File: src/rtl/gpio_pkg.sv
// Shared widths and DIN field layout for the GPIO input conditioner.
package gpio_pkg;
   localparam int N_SW    = 14;
   localparam int N_KEY   = 3;
   localparam int DIN_W   = 17;
   localparam int SW_LSB  = 0;
   localparam int KEY_LSB = 14;
endpackage

File: src/rtl/debounce_bit.sv
// One raw input: 2-FF synchroniser followed by a tick-paced stability debouncer.
module debounce_bit #(
   parameter logic RST_VAL      = 1'b0,
   parameter int   STABLE_TICKS = 4
) (
   input  logic CLK,
   input  logic RST_N,
   input  logic tick,
   input  logic raw,
   output logic deb
);
   localparam int             CW       = $clog2(STABLE_TICKS + 1);
   localparam logic [CW-1:0]  CNT_LAST = CW'(STABLE_TICKS - 1);

   logic          sync1;
   logic          sync2;
   logic [CW-1:0] cnt;

   always_ff @(posedge CLK or negedge RST_N) begin
      if (!RST_N) begin
         sync1 <= RST_VAL;
         sync2 <= RST_VAL;
         cnt   <= '0;
         deb   <= RST_VAL;
      end else begin
         sync1 <= raw;
         sync2 <= sync1;
         // cnt counts consecutive ticks on which the input disagreed with deb
         if (tick) begin
            if (sync2 == deb) begin
               cnt <= '0;
            end else if (cnt == CNT_LAST) begin
               deb <= sync2;
               cnt <= '0;
            end else begin
               cnt <= cnt + CW'(1);
            end
         end
      end
   end
endmodule

File: src/rtl/gpio_input_conditioner.sv
// Synchronises and debounces switches/buttons, latches key presses as sticky flags.
module gpio_input_conditioner
   import gpio_pkg::*;
#(
   parameter int TICK_DIV     = 50000,
   parameter int STABLE_TICKS = 4
) (
   input  logic             CLK,
   input  logic             RST_N,
   input  logic [N_SW-1:0]  SW,
   input  logic [N_KEY-1:0] KEY,
   input  logic [N_KEY-1:0] key_clr,
   output logic [DIN_W-1:0] DIN,
   output logic             key_irq
);
   localparam int            PW     = $clog2(TICK_DIV);
   localparam logic [PW-1:0] P_LAST = PW'(TICK_DIV - 1);

   logic [PW-1:0]    pcnt;
   logic             tick;
   logic [N_SW-1:0]  sw_deb;
   logic [N_KEY-1:0] key_deb;
   logic [N_KEY-1:0] key_deb_prev;
   logic [N_KEY-1:0] press;
   logic [N_KEY-1:0] key_flags;
   logic [N_KEY-1:0] flags_next;

   assign tick = (pcnt == P_LAST);

   always_ff @(posedge CLK or negedge RST_N) begin
      if (!RST_N) pcnt <= '0;
      else        pcnt <= tick ? '0 : pcnt + PW'(1);
   end

   for (genvar i = 0; i < N_SW; i++) begin : g_sw
      debounce_bit #(.RST_VAL(1'b0), .STABLE_TICKS(STABLE_TICKS)) u_deb (
         .CLK(CLK), .RST_N(RST_N), .tick(tick), .raw(SW[i]), .deb(sw_deb[i])
      );
   end

   for (genvar i = 0; i < N_KEY; i++) begin : g_key
      debounce_bit #(.RST_VAL(1'b1), .STABLE_TICKS(STABLE_TICKS)) u_deb (
         .CLK(CLK), .RST_N(RST_N), .tick(tick), .raw(KEY[i]), .deb(key_deb[i])
      );
   end

   // Keys are active-low: a press is the debounced 1->0 transition. Set beats clear.
   assign press      = key_deb_prev & ~key_deb;
   assign flags_next = (key_flags & ~key_clr) | press;

   always_ff @(posedge CLK or negedge RST_N) begin
      if (!RST_N) begin
         key_deb_prev <= '1;
         key_flags    <= '0;
         key_irq      <= 1'b0;
      end else begin
         key_deb_prev <= key_deb;
         key_flags    <= flags_next;
         key_irq      <= |flags_next;
      end
   end

   assign DIN[SW_LSB  +: N_SW]  = sw_deb;
   assign DIN[KEY_LSB +: N_KEY] = key_flags;
endmodule

File: config.mk
export PLATFORM = sky130hd
export DESIGN_NAME = gpio_input_conditioner
export DESIGN_NICKNAME = d
export VERILOG_FILES = /design/src/rtl/gpio_pkg.sv /design/src/rtl/debounce_bit.sv /design/src/rtl/gpio_input_conditioner.sv
export SDC_FILE = /design/constraint.sdc
export NUM_CORES = 1
export LEC_CHECK = 0
export BUFFER_PORTS_ARGS = -buffer_cell sky130_fd_sc_hd__clkbuf_2
export CAP_MARGIN = 10
export CORE_MARGIN = 2
export CORE_UTILIZATION = 59
export CTS_BUF_LIST = sky130_fd_sc_hd__clkbuf_4 sky130_fd_sc_hd__clkbuf_8
export DETAILED_ROUTE_END_ITERATION = 10
export GPL_ROUTABILITY_DRIVEN = 0
export PLACE_DENSITY = 0.89
export SETUP_SLACK_MARGIN = 0.4
export SLEW_MARGIN = 20
export SYNTH_ARGS = -nofsm -noshare
export SYNTH_HDL_FRONTEND = slang
export SYNTH_SLANG_ARGS = --single-unit
File: constraint.sdc
create_clock -name CLK -period 3.9 [get_ports CLK]
set_input_delay 0.195 -clock CLK [delete_from_list [all_inputs] [get_ports CLK]]
set_output_delay 0.195 -clock CLK [all_outputs]
set_load 0.01 [all_outputs]
# --- After elaboration in Yosys (flattened, before gate mapping) ---
# Cells that the tools add are included.
op_classes:
  shift: 0
  n_eq_ne: 35
  div_mod_pow: 0
  n_mul: 0
  order_cmp: 0
  bitwise: 22
  mux: 35
  n_addsub: 18
  n_reduce_logical: 18
ops:
  columns: ["op", "n"]
  rows:
  - ["3-bit two-way mux", 34]
  - ["3-bit by 1-bit adder with 3-bit output (second input constant)", 17]
  - ["3-bit by 2-bit == test with 1-bit output (second input constant)", 17]
  - ["3-bit AND reduction", 17]
  - ["1-bit == test", 17]
  - ["1-bit inverter", 17]
  - ["16-bit by 1-bit adder with 16-bit output (second input constant)", 1]
  - ["16-bit == test (second input constant)", 1]
  - ["16-bit two-way mux", 1]
  - ["3-bit bitwise AND", 2]
  - ["3-bit inverter", 2]
  - ["3-bit bitwise OR", 1]
  - ["3-bit OR reduction", 1]
word_totals:
  mem_count: 0
  wordCells: 200
  latch_bits: 0
  mem_bits_rw: 0
  mem_bits_ro: 0
  in_bits: 22
  out_inout_bits: 18
  register_bits: 125

# --- Depth between registers and ports, before layout ---
# Gate-level depths: netlist (run 1).
depth:
  word_depth: 4
  ltp_mapped: 9
  ltp_nobuf: 5

# --- By module ---
# From an unflattened synthesis (run 1), not the netlist that was laid out.
unflattened:
  cells_unflattened: 428
  area_unflattened_um2: 5250.0
modules_own_cells:
  columns: ["mod", "cells_each", "seq_area_each_um2", "area_per_inst_um2", "instances"]
  rows:
  - ["debounce_bit (g_sw[0].u_deb ...)", 20, 150.1, 250.2, 14]
  - ["gpio_input_conditioner", 88, 579.3, 984.7, 1]
  - ["debounce_bit (g_key[0].u_deb ...)", 20, 153.9, 254.0, 3]

# --- Worst setup path after synthesis (run 1) ---
# Ideal clock, no wire load.
synth_path:
  kind: "register -> register"
  startpoint: "register pcnt[0]"
  endpoint: "register g_sw[0].u_deb.deb"
  period_less_slack_ns: 1.864
  setup_slack_ns: 2.036
  setup_ns: 0.125
  required_time_ns: 3.775
  stages_incl_launch_ff: 9
  n_path_buf: 3
  arrival_ns: 1.738
  path_cell_list: "dfrtp_1 ha_1 and3_1 buf_2 and4_4 buf_6 buf_8 and3_4 mux2_4"
synth_via:
  elab_chain_cells: 2
synth_rtl:
  columns: ["item", "line_no", "text"]
  rows:
  - ["from (decl)", "gpio_input_conditioner.sv:19", "logic [PW-1:0] pcnt;"]
  - ["from (signal assigned)", "gpio_input_conditioner.sv:32", "else pcnt <= tick ? '0 : pcnt + PW'(1);"]
  - ["16-bit == test", "gpio_input_conditioner.sv:28", "assign tick = (pcnt == P_LAST);"]
  - ["3-bit AND reduction (no line)", null, null]
  - ["to (signal assigned)", "debounce_bit.sv:33", "deb <= sync2;"]
  - ["to (decl)", "debounce_bit.sv:10", "output logic deb"]
# Every way passes these cells.
# A chain may end at the register's enable or synchronous reset.

# --- Worst setup path after layout (run 1) ---
layout_path:
  startpoint: "register pcnt[0]"
  endpoint: "register g_key[0].u_deb.deb"
layout_via:
  elab_chain_cells: 2
layout_rtl:
  columns: ["item", "line_no"]
  rows:
  - ["16-bit == test", "gpio_input_conditioner.sv:28"]
  - ["3-bit AND reduction (no line)", null]
  - ["to (signal assigned)", "debounce_bit.sv:33"]
  - ["to (decl)", "debounce_bit.sv:10"]
# Every way passes these cells.

==> out/metrics.yaml, run 1 <==
first_global_vias: 3636
wl_met2_um: 5180
die_h_um: 98.2
swShare_pct: 20.6
synth_mux_area_share_pct: 4.37
netlist_top_cells_area: "dfrtp_1 54%, dfstp_2 6.0%, nand2_1 4.5%"
m1WireLength_um: 3930
crit_fanout: 54
top_layer: "met4"
nets: 553
drt_wl_total_um: 9810
core-area_um2: 8680
crit_path_start: "pcnt[0]"
synth-seq-cells: 125
final.setup_skew_ns: 0.0118
synth_compound_area_share_pct: 4.40
synth.distinct_cells: 38
grt_pass1_wl_um: 17000
setup_violations: 0
area_growth_pct: 15.4
grtUsageTotal_pct: 22.4
antenna_found_initial: 0
drc: 0
crit_path_top_delay_cell: "and4_4"
final_layout_size_suffix_gt1_share_pct: 21.9
relSlewSlack_pct: 47.8
tns_ns: 0
root_buffer: "clkbuf_8"
status: "completed"
pwr-share-comb_pct: 2.9
detail-route-antenna-nets: 0
syn-cell-area_um2: 5240
path_clk_slew_ns: 0.07
postCtsSetupBuffers: 0
synthesis.area_per_instance_um2: 11.5
p_per_area_nw_per_um2: 430
cts.sinks: 125
synth_top_family_by_area: "simple AND/OR/NAND/NOR gates"
rsz0062_at_grt: "no"
critPathLaunchType: "flop"
initialDrtViolationCount: 257
p_sw_mw: 0.535
fmax_ghz: 0.431
grt_max_degree: 91
synth_common_cells: "113 x dfrtp_1, 63 x nand2_1, 53 x nor2_1"
yosys.area_share.simple_pct: 16.8
synthCells: 457
die_w_um: 98.2
p_leak_nw: 3.05
drtPass1Iterations: 5
cap_viol_max_count: 0
yosysMostFrequentCell: "dfrtp_1"
io_pins: 40
cts_resized: 0
cp.required_ns: 4.25
ys.flop_type: "dfrtp_1"
seqPwrFrac_pct: 51.0
p_int_mw: 2.07
synth_xor_area_share_pct: 4.85
cp.arrival_ns: 2.67
vias: 3464
crit_top_cell: "and3_1"
clock_latency_ns: 0.43
start_util_pct: 60.4
cts_tree: "yes"
hold_viol: 0
htree_levels: 4
pwr-share-clk_pct: 46.1
worstPathCellList: "ha_1, and3_1, and4_4, and3_1, mux2_2"
yosys.area.top_type: "dfrtp_1"
wire_per_inst_um: 15.5
port_buffers: 39
holdWs_ns: 0.350
die_area_um2: 9650
wl_met3_um: 433
ir_drop_v: 0.000210
critPathKind: "flop to flop"
async_flop_share_pct: 100
num_rows: 34
cts.path.max_buffers: 2
fin_crit_ns: 2.32
synth_top_area_share_pct: 54.0
hp-start: "g_sw[13].u_deb.sync1"
r2r-start: "pcnt[0]"
synth_fp_nets: 497
yosysSeqAreaShare_pct: 60.0
antenna_cells: 0
endpoint_kind: "flop"
via_per_inst: 5.46
yosys.area_share.adder_pct: 4.30
hpwl_um: 5610
postLayoutCoreUtil_pct: 69.7
slew_viol_final: 0
cts_made_buffers: 17
grt_overflow_total: 0
worstHoldPathType: "flop to flop"
post-route-period-util_pct: 59.4
cp_slowest_stage_delay_ns: 0.67
synth_edf_count: 0
tightest_slew_ns: 0.783
synth_warnings: 0
what timing repair did:
item	in CTS	in global routing
hold endpoints to repair	20	85
hold buffers	20	1
setup endpoints to repair	0	0
logic make-up after synthesis:
logic type,Yosys count
AND/OR/NAND/NOR,179
flip-flops,125
buffers and inverters,49
AO/OA/AOI/OAI,39
XOR/XNOR,29
multiplexers,18
adder cells (fa/ha/maj),18
cell usage in the layout (no fill, tap or decap), drive strengths merged:
cell type,synthesis,final
o22ai,3,3
nand4,5,5
clkbuf,4,63
xor2,5,5
nor2,53,53
nand2,64,64
and4,1,1
o21a,4,4
a21o,5,5
nor4,6,6
bufinv,0,3
clkinvlp,0,1
nor4b,1,1
a21oi,12,12
or3,1,1
and2,1,1
o211ai,1,1
mux2,18,18
nand3b,5,5
o31ai,1,1
ha,18,18
dlygate4sd3,0,21
nand3,17,17
buf,23,5
dfstp,12,12
xnor2,24,24
o21ai,12,12
nor2b,5,5
dfrtp,113,113
and4bb,2,2
nor3,1,1
clkinv,0,3
inv,22,22
a2111oi,1,1
and3,17,17
worst max-delay path, delay by kind of cell (launching register included):
family                     cells  cell delay (ns)
muxes                          1             0.36
DFF                            1             0.41
adders and majority gates      1             0.21
and+or+nand+nor                3             1.24
sequential cells by signal, indices dropped and copies added, names as in the netlist:
signal and cells:
pcnt 16, g_sw.u_deb.deb 14, g_key.u_deb.cnt 9, key_flags 3, key_irq 1, g_key.u_deb.deb 3
g_key.u_deb.sync2 3, g_sw.u_deb.sync2 14, key_deb_prev 3, g_sw.u_deb.cnt 42, g_sw.u_deb.sync1 14, g_key.u_deb.sync1 3
per-layer routing:
layer | global-route usage, % | vias up
met5 | 0 | -
met2 | 37.5 | 84
met1 | 26.7 | 1740
met4 | 9.80 | 0
met3 | 7.16 | 30
li1 | - | 1610
final cells by class:
class,count,area (um^2)
clock buffer,25,313
clock inverter,7,113
fill,567,2630
inverter,22,82.6
multi-input combinational,283,1820
sequential,125,3140
tap,108,135
timing repair buffer,64,442
power groups by stage:
stage | sequential, mW | clock (mW) | combinational [mW]
2_1_floorplan | 1.35 | 0 | 0.0176
3_3_place_gp | 1.35 | 0 | 0.0556
3_5_place_dp | 1.35 | 0 | 0.0581
4_1_cts | 1.33 | 1.21 | 0.0747
5_1_grt | 1.33 | 1.27 | 0.0849
6_report | 1.33 | 1.20 | 0.0744
per-stage QoR:
step | setup slack [ns] | power [mW] | instances | cell area (um^2)
2_1_floorplan | 2.04 | 1.37 | 457 | 5240
3_3_place_gp | 1.76 | 1.40 | 581 | 5410
3_5_place_dp | 1.67 | 1.41 | 581 | 5410
4_1_cts | 1.65 | 2.61 | 633 | 6030
5_1_grt | 1.46 | 2.68 | 634 | 6040
6_report | 1.58 | 2.60 | 634 | 6040
worst paths after layout:
kind / endpoint / slack [ns] / cells after the start
worst max register to register: g_key[0].u_deb.deb / 1.58 / 5
worst min-delay path: g_sw[13].u_deb.sync2 / 0.35 / 0
min in group asynchronous: g_sw[8].u_deb.sync2 / 0.38 / 2
worst max-delay path: g_key[0].u_deb.deb / 1.58 / 5
worst min register to register: g_sw[13].u_deb.sync2 / 0.35 / 0
max in group asynchronous: key_deb_prev[1] / 2.64 / 3
Note: power is estimated with default switching activity, not from simulation.
==> run 2, diff against run 1 <==
- clock period: 3.9 -> 2.24 ns (I/O delays scaled with it)
==> run 2 against run 1 <==
  * Final area grew 8.5%
  * Largest cell class unchanged
  * Register-to-register slack lost 1.5 ns
  * Via count grew 10%
  * Clock power grew 93%
  * Clock skew shrank 0.0025 ns
  * Wire length grew 32%
  * Sequential share of layout area shrank 4.0 points
  * Setup slack lost 1.5 ns
  * Final cell count grew 4.1%
==> out/metrics.yaml, run 2 (synthesized netlist as in run 1, its figures left out) <==
critPathLaunchType: "flop"
largest_reg_flops: 42  # unchanged
fin_crit_ns: 2.13  # -0.188 ns
antenna_cells: 0  # unchanged
total_power_mw: 4.76  # +83%
drtPass1Iterations: 5  # unchanged
path_clk_slew_ns: 0.08  # about the same
endpoint_kind: "flop"
worstHoldPathType: "input pin to async pin"
port_buffers: 39  # unchanged
hpwl_um: 5660  # +1.0%
p_leak_nw: 3.26  # +6.9%
cts.path.max_buffers: 2  # unchanged
reg2reg_depth: 6  # +1
hold_viol: 0  # unchanged
reg.largest.list: "g_sw.u_deb.cnt: 42 flops, pcnt: 16 flops"
p_per_area_nw_per_um2: 726  # +69%
grt_pass1_wl_um: 17800  # +4.8%
first_global_vias: 3745  # +3.0%
root_buffer: "clkbuf_8"
fmax_ghz: 0.470  # +8.8%
r2r_slack_ns: 0.11  # -1.47 ns
io_pins: 40  # unchanged
num_rows: 34  # unchanged
ir_drop_v: 0.000438  # +110%
die_h_um: 98.2  # unchanged
start_util_pct: 60.4  # unchanged
grt_overflow_total: 0  # unchanged
setup_violations: 0  # unchanged
via_per_inst: 5.80  # +6.1%
status: "completed"
core-area_um2: 8680  # unchanged
critPathKind: "flop to flop"
tightest_slew_ns: 0.621  # -0.162 ns
slew_viol_final: 0  # unchanged
cts_made_buffers: 17  # unchanged
wire_per_inst_um: 19.6  # +27%
final_layout_size_suffix_gt1_share_pct: 28.8  # +6.9 points
drc: 0  # unchanged
vias: 3826  # +10%
tns_ns: 0  # unchanged
cts.sinks: 125  # unchanged
initialDrtViolationCount: 346  # +35%
r2r-start: "pcnt[11]"
post-route-period-util_pct: 95.1  # +36 points
r2r-end: "g_sw[11].u_deb.cnt[0]"
antenna_found_initial: 0  # unchanged
final_common_cell: "dfrtp_1"
rsz0062_at_grt: "yes"
clock_latency_ns: 0.44  # about the same
crit_fanout: 11  # -80%
cp.arrival_ns: 2.45  # -0.22 ns
mostFrequentLayoutCells: "110 x dfrtp_1, 62 x nand2_1, 53 x nor2_1"
die_area_um2: 9650  # unchanged
top_register: "g_sw.u_deb.cnt"
holdWs_ns: 0.237  # -0.112 ns
cp.required_ns: 2.56  # -1.69 ns
grt_max_degree: 54  # -41%
crit_end: "g_sw[11].u_deb.cnt[0]"
area_growth_pct: 25.2
final.setup_skew_ns: 0.00931  # -0.00252 ns
detail-route-antenna-nets: 0  # unchanged
die_w_um: 98.2  # unchanged
drt_wl_total_um: 12900  # +32%
cts_tree: "yes"
cap_viol_max_count: 0  # unchanged
grtUsageTotal_pct: 23.3  # +0.96 points
place_area_um2: 5480  # +1.4%
nets: 579  # +4.7%
htree_levels: 4  # unchanged
crit_path_start: "pcnt[11]"
post-route-cell-area_um2: 6560  # +8.5%
relSlewSlack_pct: 58.6  # +11 points
[run 2: cell types whose count changed in the layout (fill, tap and decap cells not counted), sizes merged]
cell and change:
buf +24, clkbuf -7, inv +4, bufinv +2
bufbuf +1, clkinv +1, clkinvlp +1
[run 2: worst min path at each step]
stage / from / endpoint / slack (ns) / depth (start not counted)
final: RST_N / g_sw[8].u_deb.sync1 / 0.24 / 2
after global routing: RST_N / g_sw[8].u_deb.sync1 / 0.29 / 2
after floorplan: RST_N / g_key[0].u_deb.cnt[0] / -0.18 / 0
after CTS: RST_N / g_sw[8].u_deb.sync1 / 0.26 / 2
after detailed placement: RST_N / g_sw[8].u_deb.sync1 / 0.17 / 1
after global placement: RST_N / g_sw[8].u_deb.sync1 / 0.16 / 1
[run 2: what timing repair did]
| item | CTS | global route |
|---|---|---|
| endpoints found under the hold margin | 64 | 0 |
| gates resized for setup | 5 | 37 |
| pin swaps | 1 | 5 |
| cloned | 1 | 2 |
| hold buffers | 21 | 0 |
| endpoints found under the setup margin | 17 | 34 |
| setup buffers | 10 | 10 |
[run 2: report_power, final]
group          switching (mW)  internal [mW]  leakage (nW)
sequential             0.0168           2.29          1.62
clock                   0.971           1.34         0.228
combinational          0.0809         0.0587          1.41
total                    1.07           3.69          3.26
[run 2: layer usage]
layer	GRT usage (%)	up-vias	share of wire, %
li1	-	1664	-
met1	28.2	1907	39
met2	38.6	200	51
met3	7.30	55	6.6
met4	10.7	0	4.1
met5	0	-	0
[run 2: worst max-delay path: stages, from the launching register on]
cell and delay, ns:
dfrtp_2 0.47, nor4b_4 0.38, and4_4 0.36, buf_4 0.15, bufbuf_16 0.27, nand2_1 0.09
o21ai_1 0.29
[run 2: final cells by class]
class / count / area, um^2
clock inverter: 15 / 235
timing repair buffer: 90 / 752
tap: 108 / 135
inverter: 22 / 82.6
sequential: 125 / 3150
multi-input combinational: 283 / 1970
clock buffer: 17 / 234
fill: 478 / 2120
[run 2: through the flow]
| stage | utilization (%) | cells | setup WS (ns) |
|---|---|---|---|
| after global routing | 75.6 | 660 | 0.142 |
| after global placement | 63.1 | 584 | 0.311 |
| after floorplan | - | 457 | 0.404 |
| final | 75.6 | 660 | 0.110 |
| after CTS | 72.3 | 648 | 0.405 |
| after detailed placement | 63.1 | 584 | 0.242 |
